<file path="config.mk">
export PLATFORM = sky130hd
export DESIGN_NAME = layer_flatten_flat
export DESIGN_NICKNAME = d
export VERILOG_FILES = /design/src/rtl/layer_flatten_if.sv /design/src/rtl/layer_flatten.sv /design/src/flat_wrapper.sv
export SDC_FILE = /design/constraint.sdc
export NUM_CORES = 1
export LEC_CHECK = 0
export ABC_CLOCK_PERIOD_IN_PS = 3550
export BUFFER_PORTS_ARGS = -buffer_cell sky130_fd_sc_hd__buf_2
export CELL_PAD_IN_SITES_DETAIL_PLACEMENT = 1
export CELL_PAD_IN_SITES_GLOBAL_PLACEMENT = 1
export CORE_UTILIZATION = 41
export CTS_CLUSTER_DIAMETER = 100
export CTS_CLUSTER_SIZE = 20
export DETAILED_ROUTE_END_ITERATION = 8
export GPL_ROUTABILITY_DRIVEN = 0
export PLACE_DENSITY_LB_ADDON = 0.2
export SKIP_LAST_GASP = 1
export SYNTH_ARGS = -nofsm -noshare
export SYNTH_HDL_FRONTEND = slang
export SYNTH_SLANG_ARGS = --single-unit
export TNS_END_PERCENT = 10
</file>
<file path="constraint.sdc">
create_clock -name clk -period 3.55 [get_ports clk]
set_input_delay 0.355 -clock clk [delete_from_list [all_inputs] [get_ports clk]]
set_output_delay 0.355 -clock clk [all_outputs]
set_load 0.03 [all_outputs]
</file>
<file path="src/rtl/layer_flatten_if.sv">
// rtl/layer_flatten_if.sv - layer-memory bank port bundle shared by the flatten stage and memory
//
// Purpose: groups the read/write/select signals of one layer-memory bank port.
// Ports (signals):
//   crd       read enable            (master -> slave)
//   caddr_rd  read address, AW bits  (master -> slave)
//   cdata_rd  read data, DW bits     (slave -> master, combinational from caddr_rd)
//   cwr       write enable           (master -> slave)
//   caddr_wr  write address, AW bits (master -> slave)
//   cdata_wr  write data, DW bits    (master -> slave)
//   csel      bank select, 3 bits    (master -> slave)
// Modports: master (block driving the bank), slave (memory side).

interface layer_flatten_if #(
    parameter int AW = 12,
    parameter int DW = 20
);
    logic          crd;
    logic [AW-1:0] caddr_rd;
    logic [DW-1:0] cdata_rd;
    logic          cwr;
    logic [AW-1:0] caddr_wr;
    logic [DW-1:0] cdata_wr;
    logic [2:0]    csel;

    modport master (
        output crd, caddr_rd, cwr, caddr_wr, cdata_wr, csel,
        input  cdata_rd
    );

    modport slave (
        input  crd, caddr_rd, cwr, caddr_wr, cdata_wr, csel,
        output cdata_rd
    );
endinterface

</file>
<file path="src/rtl/layer_flatten.sv">
// rtl/layer_flatten.sv - interleaves two layer-1 maps into the flattened layer-2 vector
//
// Purpose: reads kernel-0 and kernel-1 layer-1 maps entry by entry and writes
// layer 2 with kernel-0 data at even addresses and kernel-1 data at odd
// addresses. Fixed 4-cycle schedule per entry (RD0, RD1, WR0, WR1), no stalls.
// Optional feature macro: FLATTEN_CHECKSUM_EN builds a 32-bit running sum of
// all written values; without it checksum is tied to zero.
// Ports:
//   clk       clock, rising edge
//   reset     synchronous reset, active high
//   start     one-cycle request to begin a pass (honoured only in IDLE)
//   busy      high from the cycle after start is accepted through DONE
//   done      one-cycle pulse in the DONE state
//   checksum  sum of written values (FLATTEN_CHECKSUM_EN), else 0
//   mem       layer-memory bank port (master modport)

module layer_flatten #(
    parameter int       N_ENTRIES = 1024,
    parameter int       AW        = 12,
    parameter int       DW        = 20,
    parameter bit [2:0] SEL_SRC0  = 3'b011,
    parameter bit [2:0] SEL_SRC1  = 3'b100,
    parameter bit [2:0] SEL_DST   = 3'b101
) (
    input  logic                   clk,
    input  logic                   reset,
    input  logic                   start,
    output logic                   busy,
    output logic                   done,
    output logic [31:0]            checksum,
    layer_flatten_if.master        mem
);

    localparam int          IW   = $clog2(N_ENTRIES);
    localparam logic [IW-1:0] LAST = IW'(N_ENTRIES - 1);

    typedef enum logic [2:0] {
        S_IDLE = 3'd0,
        S_RD0  = 3'd1,
        S_RD1  = 3'd2,
        S_WR0  = 3'd3,
        S_WR1  = 3'd4,
        S_DONE = 3'd5
    } state_t;

    state_t         state_q, state_d;
    logic [IW-1:0]  i_q, i_d;
    logic [DW-1:0]  buf0_q, buf0_d;
    logic [DW-1:0]  buf1_q, buf1_d;
    logic           busy_q, busy_d;
    logic           done_q, done_d;
    logic           crd_q, crd_d;
    logic           cwr_q, cwr_d;
    logic [AW-1:0]  caddr_rd_q, caddr_rd_d;
    logic [AW-1:0]  caddr_wr_q, caddr_wr_d;
    logic [DW-1:0]  cdata_wr_q, cdata_wr_d;
    logic [2:0]     csel_q, csel_d;

    // State register
    always_ff @(posedge clk) begin
        if (reset) begin
            state_q <= S_IDLE;
        end else begin
            state_q <= state_d;
        end
    end

    // Next-state and entry index
    always_comb begin
        state_d = state_q;
        i_d     = i_q;
        case (state_q)
            S_IDLE: begin
                if (start) begin
                    state_d = S_RD0;
                    i_d     = '0;
                end
            end
            S_RD0:  state_d = S_RD1;
            S_RD1:  state_d = S_WR0;
            S_WR0:  state_d = S_WR1;
            S_WR1: begin
                if (i_q == LAST) begin
                    state_d = S_DONE;
                end else begin
                    state_d = S_RD0;
                    i_d     = i_q + IW'(1);
                end
            end
            S_DONE: state_d = S_IDLE;
            default: state_d = S_IDLE;
        endcase
    end

    // Outputs are decoded from the next state and registered, so each strobe,
    // address and select is valid for exactly the cycle its state occupies.
    always_comb begin
        buf0_d     = (state_q == S_RD0) ? mem.cdata_rd : buf0_q;
        buf1_d     = (state_q == S_RD1) ? mem.cdata_rd : buf1_q;
        busy_d     = (state_d != S_IDLE);
        done_d     = 1'b0;
        crd_d      = 1'b0;
        cwr_d      = 1'b0;
        caddr_rd_d = '0;
        caddr_wr_d = '0;
        cdata_wr_d = '0;
        csel_d     = 3'b000;
        case (state_d)
            S_RD0: begin
                crd_d      = 1'b1;
                csel_d     = SEL_SRC0;
                caddr_rd_d = AW'(i_d);
            end
            S_RD1: begin
                crd_d      = 1'b1;
                csel_d     = SEL_SRC1;
                caddr_rd_d = AW'(i_d);
            end
            S_WR0: begin
                // buf0 was captured at the end of RD0 and is stable here
                cwr_d      = 1'b1;
                csel_d     = SEL_DST;
                caddr_wr_d = AW'({i_d, 1'b0});
                cdata_wr_d = buf0_q;
            end
            S_WR1: begin
                cwr_d      = 1'b1;
                csel_d     = SEL_DST;
                caddr_wr_d = AW'({i_d, 1'b1});
                cdata_wr_d = buf1_q;
            end
            S_DONE: done_d = 1'b1;
            default: ;
        endcase
    end

    always_ff @(posedge clk) begin
        if (reset) begin
            i_q        <= '0;
            buf0_q     <= '0;
            buf1_q     <= '0;
            busy_q     <= 1'b0;
            done_q     <= 1'b0;
            crd_q      <= 1'b0;
            cwr_q      <= 1'b0;
            caddr_rd_q <= '0;
            caddr_wr_q <= '0;
            cdata_wr_q <= '0;
            csel_q     <= 3'b000;
        end else begin
            i_q        <= i_d;
            buf0_q     <= buf0_d;
            buf1_q     <= buf1_d;
            busy_q     <= busy_d;
            done_q     <= done_d;
            crd_q      <= crd_d;
            cwr_q      <= cwr_d;
            caddr_rd_q <= caddr_rd_d;
            caddr_wr_q <= caddr_wr_d;
            cdata_wr_q <= cdata_wr_d;
            csel_q     <= csel_d;
        end
    end

`ifdef FLATTEN_CHECKSUM_EN
    logic [31:0] checksum_q, checksum_d;

    // Accumulates the value on the write port during each write cycle, so the
    // final WR1 lands at the edge entering DONE and holds until the next start.
    always_comb begin
        checksum_d = checksum_q;
        if (state_q == S_IDLE && start) begin
            checksum_d = '0;
        end else if (cwr_q) begin
            checksum_d = checksum_q + 32'(cdata_wr_q);
        end
    end

    always_ff @(posedge clk) begin
        if (reset) begin
            checksum_q <= '0;
        end else begin
            checksum_q <= checksum_d;
        end
    end

    assign checksum = checksum_q;
`else
    assign checksum = 32'd0;
`endif

    assign busy         = busy_q;
    assign done         = done_q;
    assign mem.crd      = crd_q;
    assign mem.cwr      = cwr_q;
    assign mem.caddr_rd = caddr_rd_q;
    assign mem.caddr_wr = caddr_wr_q;
    assign mem.cdata_wr = cdata_wr_q;
    assign mem.csel     = csel_q;

endmodule

</file>
<file path="src/flat_wrapper.sv">
// flat-port wrapper written by rule: the top's interface ports become plain ports
module layer_flatten_flat 
#(
    parameter int       N_ENTRIES = 1024,
    parameter int       AW        = 12,
    parameter int       DW        = 20,
    parameter bit [2:0] SEL_SRC0  = 3'b011,
    parameter bit [2:0] SEL_SRC1  = 3'b100,
    parameter bit [2:0] SEL_DST   = 3'b101
)
  (clk, reset, start, busy, done, checksum, mem_crd, mem_caddr_rd, mem_cwr, mem_caddr_wr, mem_cdata_wr, mem_csel, mem_cdata_rd);
  layer_flatten_if #(.AW(AW), .DW(DW)) mem_i ();
  input  logic clk;
  input  logic reset;
  input  logic start;
  output logic busy;
  output logic done;
  output logic [31:0] checksum;
  output wire logic [$bits(mem_i.crd)-1:0] mem_crd;
  output wire logic [$bits(mem_i.caddr_rd)-1:0] mem_caddr_rd;
  output wire logic [$bits(mem_i.cwr)-1:0] mem_cwr;
  output wire logic [$bits(mem_i.caddr_wr)-1:0] mem_caddr_wr;
  output wire logic [$bits(mem_i.cdata_wr)-1:0] mem_cdata_wr;
  output wire logic [$bits(mem_i.csel)-1:0] mem_csel;
  input wire logic [$bits(mem_i.cdata_rd)-1:0] mem_cdata_rd;
  assign mem_crd = mem_i.crd;
  assign mem_caddr_rd = mem_i.caddr_rd;
  assign mem_cwr = mem_i.cwr;
  assign mem_caddr_wr = mem_i.caddr_wr;
  assign mem_cdata_wr = mem_i.cdata_wr;
  assign mem_csel = mem_i.csel;
  assign mem_i.cdata_rd = mem_cdata_rd;
  layer_flatten #(.N_ENTRIES(N_ENTRIES), .AW(AW), .DW(DW), .SEL_SRC0(SEL_SRC0), .SEL_SRC1(SEL_SRC1), .SEL_DST(SEL_DST)) u_core (.clk(clk), .reset(reset), .start(start), .busy(busy), .done(done), .checksum(checksum), .mem(mem_i));
endmodule
</file>
==> results.md, run 1 <==
- The core region is 0.00924 mm2.
- The number of standard-cell rows in the floorplan is 35.
- The count of instances resized after the clock tree is built is 0.
- Between clock sinks in the finished design, the worst skew comes to 0.00633 ns.
- The number of fillers in the final layout is 1,117.
- The post-synthesis instance total is roughly 430.
- In this run the critical register-to-register path is captured at u_core.buf0_q[17]$_SDFFE_PP0P_.
- Of the cells placed in the final design, the portion with a size suffix greater than 1 is 0.209.
- The width of the chip is 99.5 um.
- The half-perimeter wire length of the detailed placement result is approximately 5.7 mm.
- The capture endpoint of the worst hold path is u_core.buf0_q[7]$_SDFFE_PP0P_.
- The proportion of synthesized chip area in sequential cells is 0.519.
- The die covers 0.00989 mm2.
- The count of antenna diodes in the layout is 0.
- The worst hold path belongs to the class in2reg.
- The worst setup path is of the reg2reg kind.
- For the pin with the worst max-slew slack, the measured transition is 0.951 ns.
- Once layout is done, the placed cells without fillers occupy about 0.0044 mm2.
- The mean instance size in the synthesized netlist is 9.12 um2.
- The clock passes through at most 2 buffers.
- Walking the worst path, the cells encountered are nand2_1, nand2_1, a21oi_1.
- The number of synthesis warnings is 0.
- The worst hold path begins at mem_cdata_rd[7].
- The first global-routing pass estimated 13.9 mm of wire.
- The cell repeated most along the worst path is sky130_fd_sc_hd__nand2_1.
- The final count of negative-setup-slack endpoints is 0.
- After detailed placement, the total cell area comes to 0.00418 mm2.
- The total of flip-flops plus latches after synthesis is approximately 100.
- The combined area of the multi-input logic cells is 0.00162 mm2.
- The I/O pin count is 106.
- The number of global-route vias before repair was 2,809.
- In the final routed layout, each cell accounts on average for between 10 and 15 um.
- Among all stages on the critical path, the largest delay is contributed by sky130_fd_sc_hd__dfxtp_2.
- The number of failing hold endpoints at the final stage was 0.
- CTS saw 101 sinks.
- The data required time at the worst endpoint is 3.78 ns.
- The total overflow left after global routing is 0.
- In the final timing run, aggregate negative setup slack is 0 ns.
- In this run, CTS created clock tree buffers numbering 9.
- Buffers added to address setup during post-CTS repair amount to 0.
- The initial utilization of the core area, before any placement, comes to 0.422.
- The global router's overall resource usage is 0.184.
- The share of flip-flops with an asynchronous set or reset is 0.
- The number of cells traversed by the worst register-to-register path is 3.
- Among all flip-flop cells after synthesis, the most frequent one is sky130_fd_sc_hd__dfxtp_1.
- The hold-critical path depth is 3.
- The delay of the slowest cell on the worst path is roughly 0.97 ns.
- The number of buffers and inverters on the critical path is 0.
- The count of hold-fix buffers inserted at cts is 0.
- The total DRC errors in the routed layout is 0.
- Clock-pin slew was measured on the worst setup and hold paths at about 0.09 ns.
- Compared with the post-synthesis result, the final layout area differs by 12.8%.
- Using the TritonRoute via totals, the vias-per-cell ratio works out to 4.76.
- The clock latency reported for the late side of the worst-skew pair is ~0.36 ns.
- The layout net count is 508.
- The power per cell area is 515 mW/mm2.
- The detail route stage leaves a number of antenna-violating nets equal to 0.
- The number of vias after detailed routing is 2,939.
- Wires add up to 8.59 mm.
- Broken down by cell family, the worst path's largest delay share belongs to simple AND/OR/NAND/NOR gates.
- The cell area that synthesis handed to floorplanning was 0.00389 mm2.
- The initial antenna violation count is 0.
- Setup repair after global routing left no endpoint under its margin.
- The H-tree was split into 3 levels.
- The worst slew margin relative to its limit is 0.366.
- Clock tree synthesis selected as its root buffer the cell sky130_fd_sc_hd__clkbuf_8.
- The DRC violation total after the first TritonRoute iteration is 76.
- The worst setup path is launched from a flop.
- The sequential standard cell area is 0.00202 mm2.
- The run finished with clean final reports.
- Yosys mapped a number of flops with a built-in enable equal to 0.
- The first detailed-routing pass ran for 4 iterations.
- The tool flagged a number of max-cap violations equal to 0.
- The biggest fanout along the worst timing path is 35.
- The final-report max-slew violation count is 0.
- The maximum VDD drop is 182 uV.
- The origin of the critical flop-to-flop path is u_core.state_q[0]$_SDFF_PP0_.
- The count of cell types in the netlist is between 40 and 50.
- The total of buffers placed on input and output ports is 70.
- The cell leakage power is 1.80 nW.
- The shortest clock period the worst path allows after layout is 2.25 ns.
- The arrival time at the worst endpoint is 2.47 ns.
- Of the available clock period, the critical path in the final layout requires 0.633.
- The worst setup path is captured at a flop.
- Entering global routing, the biggest net connects 62 pins.
- The highest attainable clock frequency is 0.445 GHz.
- Across all register-to-register paths, the minimum setup slack is 1.30 ns.
- The clock tree from TritonCTS is done.
- The die is 99.5 um tall.
sequential cells by signal, summed over array words and instances, names as in the netlist, 3 cells and up:
signal	flops
u_core.state_q	3
u_core.mem.csel	3
u_core.buf1_q	20
u_core.mem.caddr_rd	10
u_core.mem.caddr_wr	11
u_core.buf0_q	20
u_core.mem.cdata_wr	20
u_core.i_q	10
synth_stat cells (3+ instances only):
library cell / count / area, um2
sky130_fd_sc_hd__buf_2: 3 / 15.0
sky130_fd_sc_hd__nand2b_1: 4 / 25.0
sky130_fd_sc_hd__and3_1: 4 / 25.0
sky130_fd_sc_hd__a21oi_1: 47 / 235
sky130_fd_sc_hd__clkbuf_1: 19 / 71.3
sky130_fd_sc_hd__nor2_1: 40 / 150
sky130_fd_sc_hd__mux2i_1: 23 / 230
sky130_fd_sc_hd__nor3_1: 7 / 35.0
sky130_fd_sc_hd__nor2b_1: 3 / 18.8
sky130_fd_sc_hd__nand2_1: 87 / 327
sky130_fd_sc_hd__buf_4: 36 / 270
sky130_fd_sc_hd__and2_1: 5 / 31.3
sky130_fd_sc_hd__dfxtp_1: 101 / 2020
sky130_fd_sc_hd__inv_1: 4 / 15.0
worst register-to-register path, delay by kind of cell, from the launching register on:
kind / cells / cell delay, ns
and+or+nand+nor: 2 / 1.06
DFF: 1 / 0.97
AOI/OAI and AO/OA: 1 / 0.09
cells by family after synthesis:
group                      after synthesis  synth area share
and+or+nand+nor                        168             0.200
DFF                                    101             0.519
AOI/OAI and AO/OA                       64             0.106
buffers and inverters                   64            0.0993
muxes                                   25            0.0649
xor gates and xnor gates                 3           0.00675
adders and majority gates                1           0.00321
other                                    1          0.000963
worst max path at each step:
| stage | from | end | slack (ns) | depth (start not counted) |
|---|---|---|---|---|
| 2_1_floorplan | u_core.i_q[0]$_SDFF_PP0_ | u_core.mem.caddr_rd[4]$_SDFF_PP0_ | 1.77 | 6 |
| 3_3_place_gp | u_core.state_q[0]$_SDFF_PP0_ | u_core.buf0_q[19]$_SDFFE_PP0P_ | 1.36 | 3 |
| 3_5_place_dp | u_core.state_q[0]$_SDFF_PP0_ | u_core.buf0_q[17]$_SDFFE_PP0P_ | 1.29 | 3 |
| 4_1_cts | u_core.i_q[0]$_SDFF_PP0_ | u_core.mem.caddr_rd[4]$_SDFF_PP0_ | 1.29 | 5 |
| 5_1_grt | u_core.i_q[0]$_SDFF_PP0_ | u_core.mem.caddr_rd[4]$_SDFF_PP0_ | 1.14 | 5 |
| 6_report | u_core.state_q[0]$_SDFF_PP0_ | u_core.buf0_q[17]$_SDFFE_PP0P_ | 1.30 | 3 |
metrics by stage:
step | setup slack (ns) | std cells | total power [W] | utilization | hold slack, ns
after detailed placement | 1.29 | 602 | 0.00151 | 0.453 | 0.447
after CTS | 1.29 | 617 | 0.00229 | 0.475 | 0.215
after global routing | 1.14 | 617 | 0.00236 | 0.475 | 0.216
after floorplan | 1.77 | 461 | 0.00147 | - | 0.436
final | 1.30 | 617 | 0.00226 | 0.475 | 0.231
after global placement | 1.36 | 602 | 0.00150 | 0.453 | 0.441
cells in the final DEF, fill, tap and decap left out, drive strengths merged, types with 3 or more instances in the layout:
| cell type | instances |
|---|---|
| a211oi | 3 |
| a21oi | 47 |
| and2 | 5 |
| and3 | 4 |
| buf | 72 |
| clkbuf | 9 |
| clkinv | 3 |
| conb | 35 |
| dfxtp | 101 |
| inv | 5 |
| mux2i | 23 |
| nand2 | 87 |
| nand2b | 4 |
| nand4 | 3 |
| nor2 | 40 |
| nor2b | 3 |
| nor3 | 9 |
| o311ai | 3 |
power breakdown:
group	internal (W)	switching, W
Combinational	0.0000713	0.000191
Clock	0.000395	0.000390
Sequential	0.00118	0.0000400
Total	0.00164	0.000620
final cells by class:
class | instances | area share
multi-input cells | 296 | 0.368
inverters | 4 | 0.00342
clock buffers | 9 | 0.0282
repair buffers | 72 | 0.0832
well taps | 129 | 0.0367
flip-flops and latches | 101 | 0.461
clock inverters | 6 | 0.0199
routing by layer:
metal | vias up | GRT usage | share of wire
met5 | - | 0 | 0
met4 | 0 | 0.0735 | 0.014
met3 | 7 | 0.0436 | 0.041
met2 | 69 | 0.307 | 0.48
met1 | 1405 | 0.229 | 0.47
li1 | 1458 | - | -
No activity file was read; power rests on OpenSTA's default activity.
==> run 2, diff against run 1 <==
--- a/config.mk
+++ b/config.mk
@@ -5,11 +5,11 @@
 export SDC_FILE = /design/constraint.sdc
 export NUM_CORES = 1
 export LEC_CHECK = 0
-export ABC_CLOCK_PERIOD_IN_PS = 3550
+export ABC_CLOCK_PERIOD_IN_PS = 2200
 export BUFFER_PORTS_ARGS = -buffer_cell sky130_fd_sc_hd__buf_2
 export CELL_PAD_IN_SITES_DETAIL_PLACEMENT = 1
 export CELL_PAD_IN_SITES_GLOBAL_PLACEMENT = 1
-export CORE_UTILIZATION = 41
+export CORE_UTILIZATION = 38
 export CTS_CLUSTER_DIAMETER = 100
 export CTS_CLUSTER_SIZE = 20
 export DETAILED_ROUTE_END_ITERATION = 8
==> constraint.sdc (replaced) <==
create_clock -name clk -period 2.2 [get_ports clk]
set_input_delay 0.22 -clock clk [delete_from_list [all_inputs] [get_ports clk]]
set_output_delay 0.22 -clock clk [all_outputs]
set_load 0.03 [all_outputs]
==> run 2 against run 1 <==
Net effect: flip-flop and latch count did not move; clock power rose by 48%; clock skew rose by 0.0016 ns; register-to-register slack got worse by 1.0 ns; combinational power rose by 79%; cell count rose by 2.1%.
==> results.md, run 2 (synthesized netlist as in run 1, its figures left out) <==
- The biggest fanout along the worst timing path was 11 (-69%).
- The routed wire length is 8.82 mm (+2.7%).
- The arrival time at the worst endpoint is 2.16 ns (-0.31 ns).
- The DRC violation total after the first TritonRoute iteration was 73 (-3.9%).
- The root buffer cell chosen for the clock tree is sky130_fd_sc_hd__clkbuf_8.
- The clock slew seen by the registers of the worst setup and hold paths is 0.10 ns (about the same).
- The aggregate negative setup slack is 0 ns (unchanged).
- The largest net degree at the start of global routing came to 34 (-45%).
- The initial antenna violation count was 0 (unchanged).
- The number of global-route vias before repair is 2,859 (+1.8%).
- The die area is 0.0107 mm2 (+7.7%).
- The width of the chip was 103 um (+3.8%).
- The total internal power is 0.00258 W (+57%).
- The worst slew margin relative to its limit was 0.624 (+0.258).
- Setup repair after global routing left no endpoint under its margin.
- Relative to the synthesized area, the layout overhead comes to 14.0%.
- The worst-case clock skew was 0.00790 ns (+0.00157 ns).
- By startpoint and endpoint, the worst setup path is classified as reg2reg.
- The count of instances resized after the clock tree is built came to 0 (unchanged).
- The count of antenna diodes in the layout came to 0 (unchanged).
- The number of standard-cell rows in the floorplan is 36 (+2.9%).
- The cell leakage power is 1.83 nW (+1.4%).
- The final-report max-slew violation count is 0 (unchanged).
- The maximum clock path buffer count is 2 (unchanged).
- The power dissipated by switching net loads is 0.000987 W (+59%).
- The data required time at the worst endpoint is 2.43 ns (-1.35 ns).
- The final count of negative-setup-slack endpoints is 0 (unchanged).
- The count of antenna-violating nets left after detailed routing is 0 (unchanged).
- The share of the clock period used by the worst path was 0.877 (+0.244).
- The TritonCTS sink count was 101 (unchanged).
- The final worst hold slack was 0.0937 ns (-0.137 ns).
- The wire length of the first global-routing pass was 14.1 mm (+1.2%).
- The total global routing overflow came to 0 (unchanged).
- The mean routed wirelength per cell is 14.0 um (+0.62%).
- The global router's overall resource usage is 0.176 (-0.00744).
- The core utilization of the finished layout was 0.450 (-0.0254).
- The part of the power in combinational logic was 0.132 (+0.016).
- The number of buffers added by the clock tree synthesis step was 9 (unchanged).
- The number of max-cap violations is 0 (unchanged).
- The worst-case register-to-register setup slack came to 0.27 ns (-1.03 ns).
- The clock tree from TritonCTS is done.
- The height of the chip came to 103 um (+3.8%).
- The shortest clock period the worst path allows after layout is 1.93 ns (-0.317 ns).
- The number of H-tree levels is 3 (unchanged).
- The power per cell area was 805 mW/mm2 (+56%).
- The power share of the clock group is 0.326 (-0.021).
- The number of failing hold endpoints at the final stage came to 0 (unchanged).
- The sequential cell fraction of total power is 0.543 (+0.005).
- The power after layout is 0.00357 W (+58%).
- The type of the most critical hold path is in2reg.
- The total placed cells including tap cells is 614 (+2.0%).
- The final non-filler cell total is 630 (+2.1%).
- The count of buffers added by post-CTS timing repair for setup is 0 (unchanged).
- In the layout the commonest cells are sky130_fd_sc_hd__dfxtp_1, sky130_fd_sc_hd__nand2_1, sky130_fd_sc_hd__buf_2.
- The vias per cell was 4.75 (-0.33%).
- The slew at the pin with the worst max-slew slack was 0.564 ns (-0.386 ns).
- The total of buffers placed on input and output ports is 70 (unchanged).
- The I/O pin count is 106 (unchanged).
- The count of hold-fix buffers inserted at cts was 0 (unchanged).
- The highest attainable clock frequency is 0.518 GHz (+16%).
- The switching share of total power is 0.276 (+0.00217).
- The number of vias after detailed routing is 2,991 (+1.8%).
- The placeable core region came to 0.00986 mm2 (+6.8%).
- The half-perimeter wire length of the detailed placement result is 5.94 mm (+4.1%).
- The maximum VDD drop is 337 uV (+85%).
- The clock latency reported for the late side of the worst-skew pair is 0.37 ns (about the same).
- The layout net count was 516 (+1.6%).
- The starting density of the core was 0.395 (-0.0267).
- The number of iterations in the first detailed-routing pass came to 4 (unchanged).
- The worst setup path is launched from a flop.
- The fraction of final layout cells sized beyond drive strength 1 is 0.219 (+0.0103).
- The library cell used most frequently in the layout, excluding fill and tap cells, is sky130_fd_sc_hd__dfxtp_1.
- The run finished with clean final reports.
- The critical path capture point type is a flop.
- The total DRC errors in the routed layout is 0 (unchanged).
## run 2: path summary, 6_finish.rpt
check        cells after the start                                 to                          start
max reg2reg                      6  u_core.mem.caddr_rd[4]$_SDFF_PP0_       u_core.i_q[0]$_SDFF_PP0_
max                              6  u_core.mem.caddr_rd[4]$_SDFF_PP0_       u_core.i_q[0]$_SDFF_PP0_
min                              3     u_core.buf1_q[13]$_SDFFE_PP0N_               mem_cdata_rd[13]
min reg2reg                      2      u_core.buf0_q[6]$_SDFFE_PP0P_  u_core.buf0_q[6]$_SDFFE_PP0P_
## run 2: layout make-up
cell class | instances | area (um2)
clock buffers | 12 | 145
repair buffers | 80 | 425
flip-flops and latches | 101 | 2020
clock inverters | 4 | 47.5
well taps | 133 | 166
fillers | 1197 | 5430
inverters | 4 | 15.0
multi-input cells | 296 | 1620
## run 2: metal layers
metal / track usage / routed length, um / up-vias / share of wire
li1: - / - / 1478 / -
met1: 0.223 / 4230 / 1415 / 0.48
met2: 0.289 / 4040 / 86 / 0.46
met3: 0.0397 / 406 / 12 / 0.046
met4: 0.0769 / 142 / 0 / 0.016
met5: 0 / 0 / - / 0
## run 2: stage by stage
stage          setup slack (ns)  area [um2]
4_1_cts                   0.121        4440
5_1_grt                   0.109        4440
3_3_place_gp              0.213        4250
3_5_place_dp              0.130        4250
2_1_floorplan             0.420        4020
6_report                  0.270        4440
## run 2: power groups by stage
stage | clock network, W | registers (W) | logic, W
final | 0.00116 | 0.00194 | 0.000470
after global routing | 0.00128 | 0.00195 | 0.000518
after CTS | 0.00121 | 0.00194 | 0.000479
after detailed placement | 0 | 0.00198 | 0.000478
after global placement | 0 | 0.00198 | 0.000468
after floorplan | 0 | 0.00200 | 0.000372
## run 2: critical path, stage by stage, from the launching register on
cell	delay, ns
sky130_fd_sc_hd__dfxtp_1	0.44
sky130_fd_sc_hd__ha_1	0.22
sky130_fd_sc_hd__inv_1	0.16
sky130_fd_sc_hd__o41ai_4	0.50
sky130_fd_sc_hd__and2_1	0.21
sky130_fd_sc_hd__buf_4	0.19
sky130_fd_sc_hd__a211oi_1	0.07
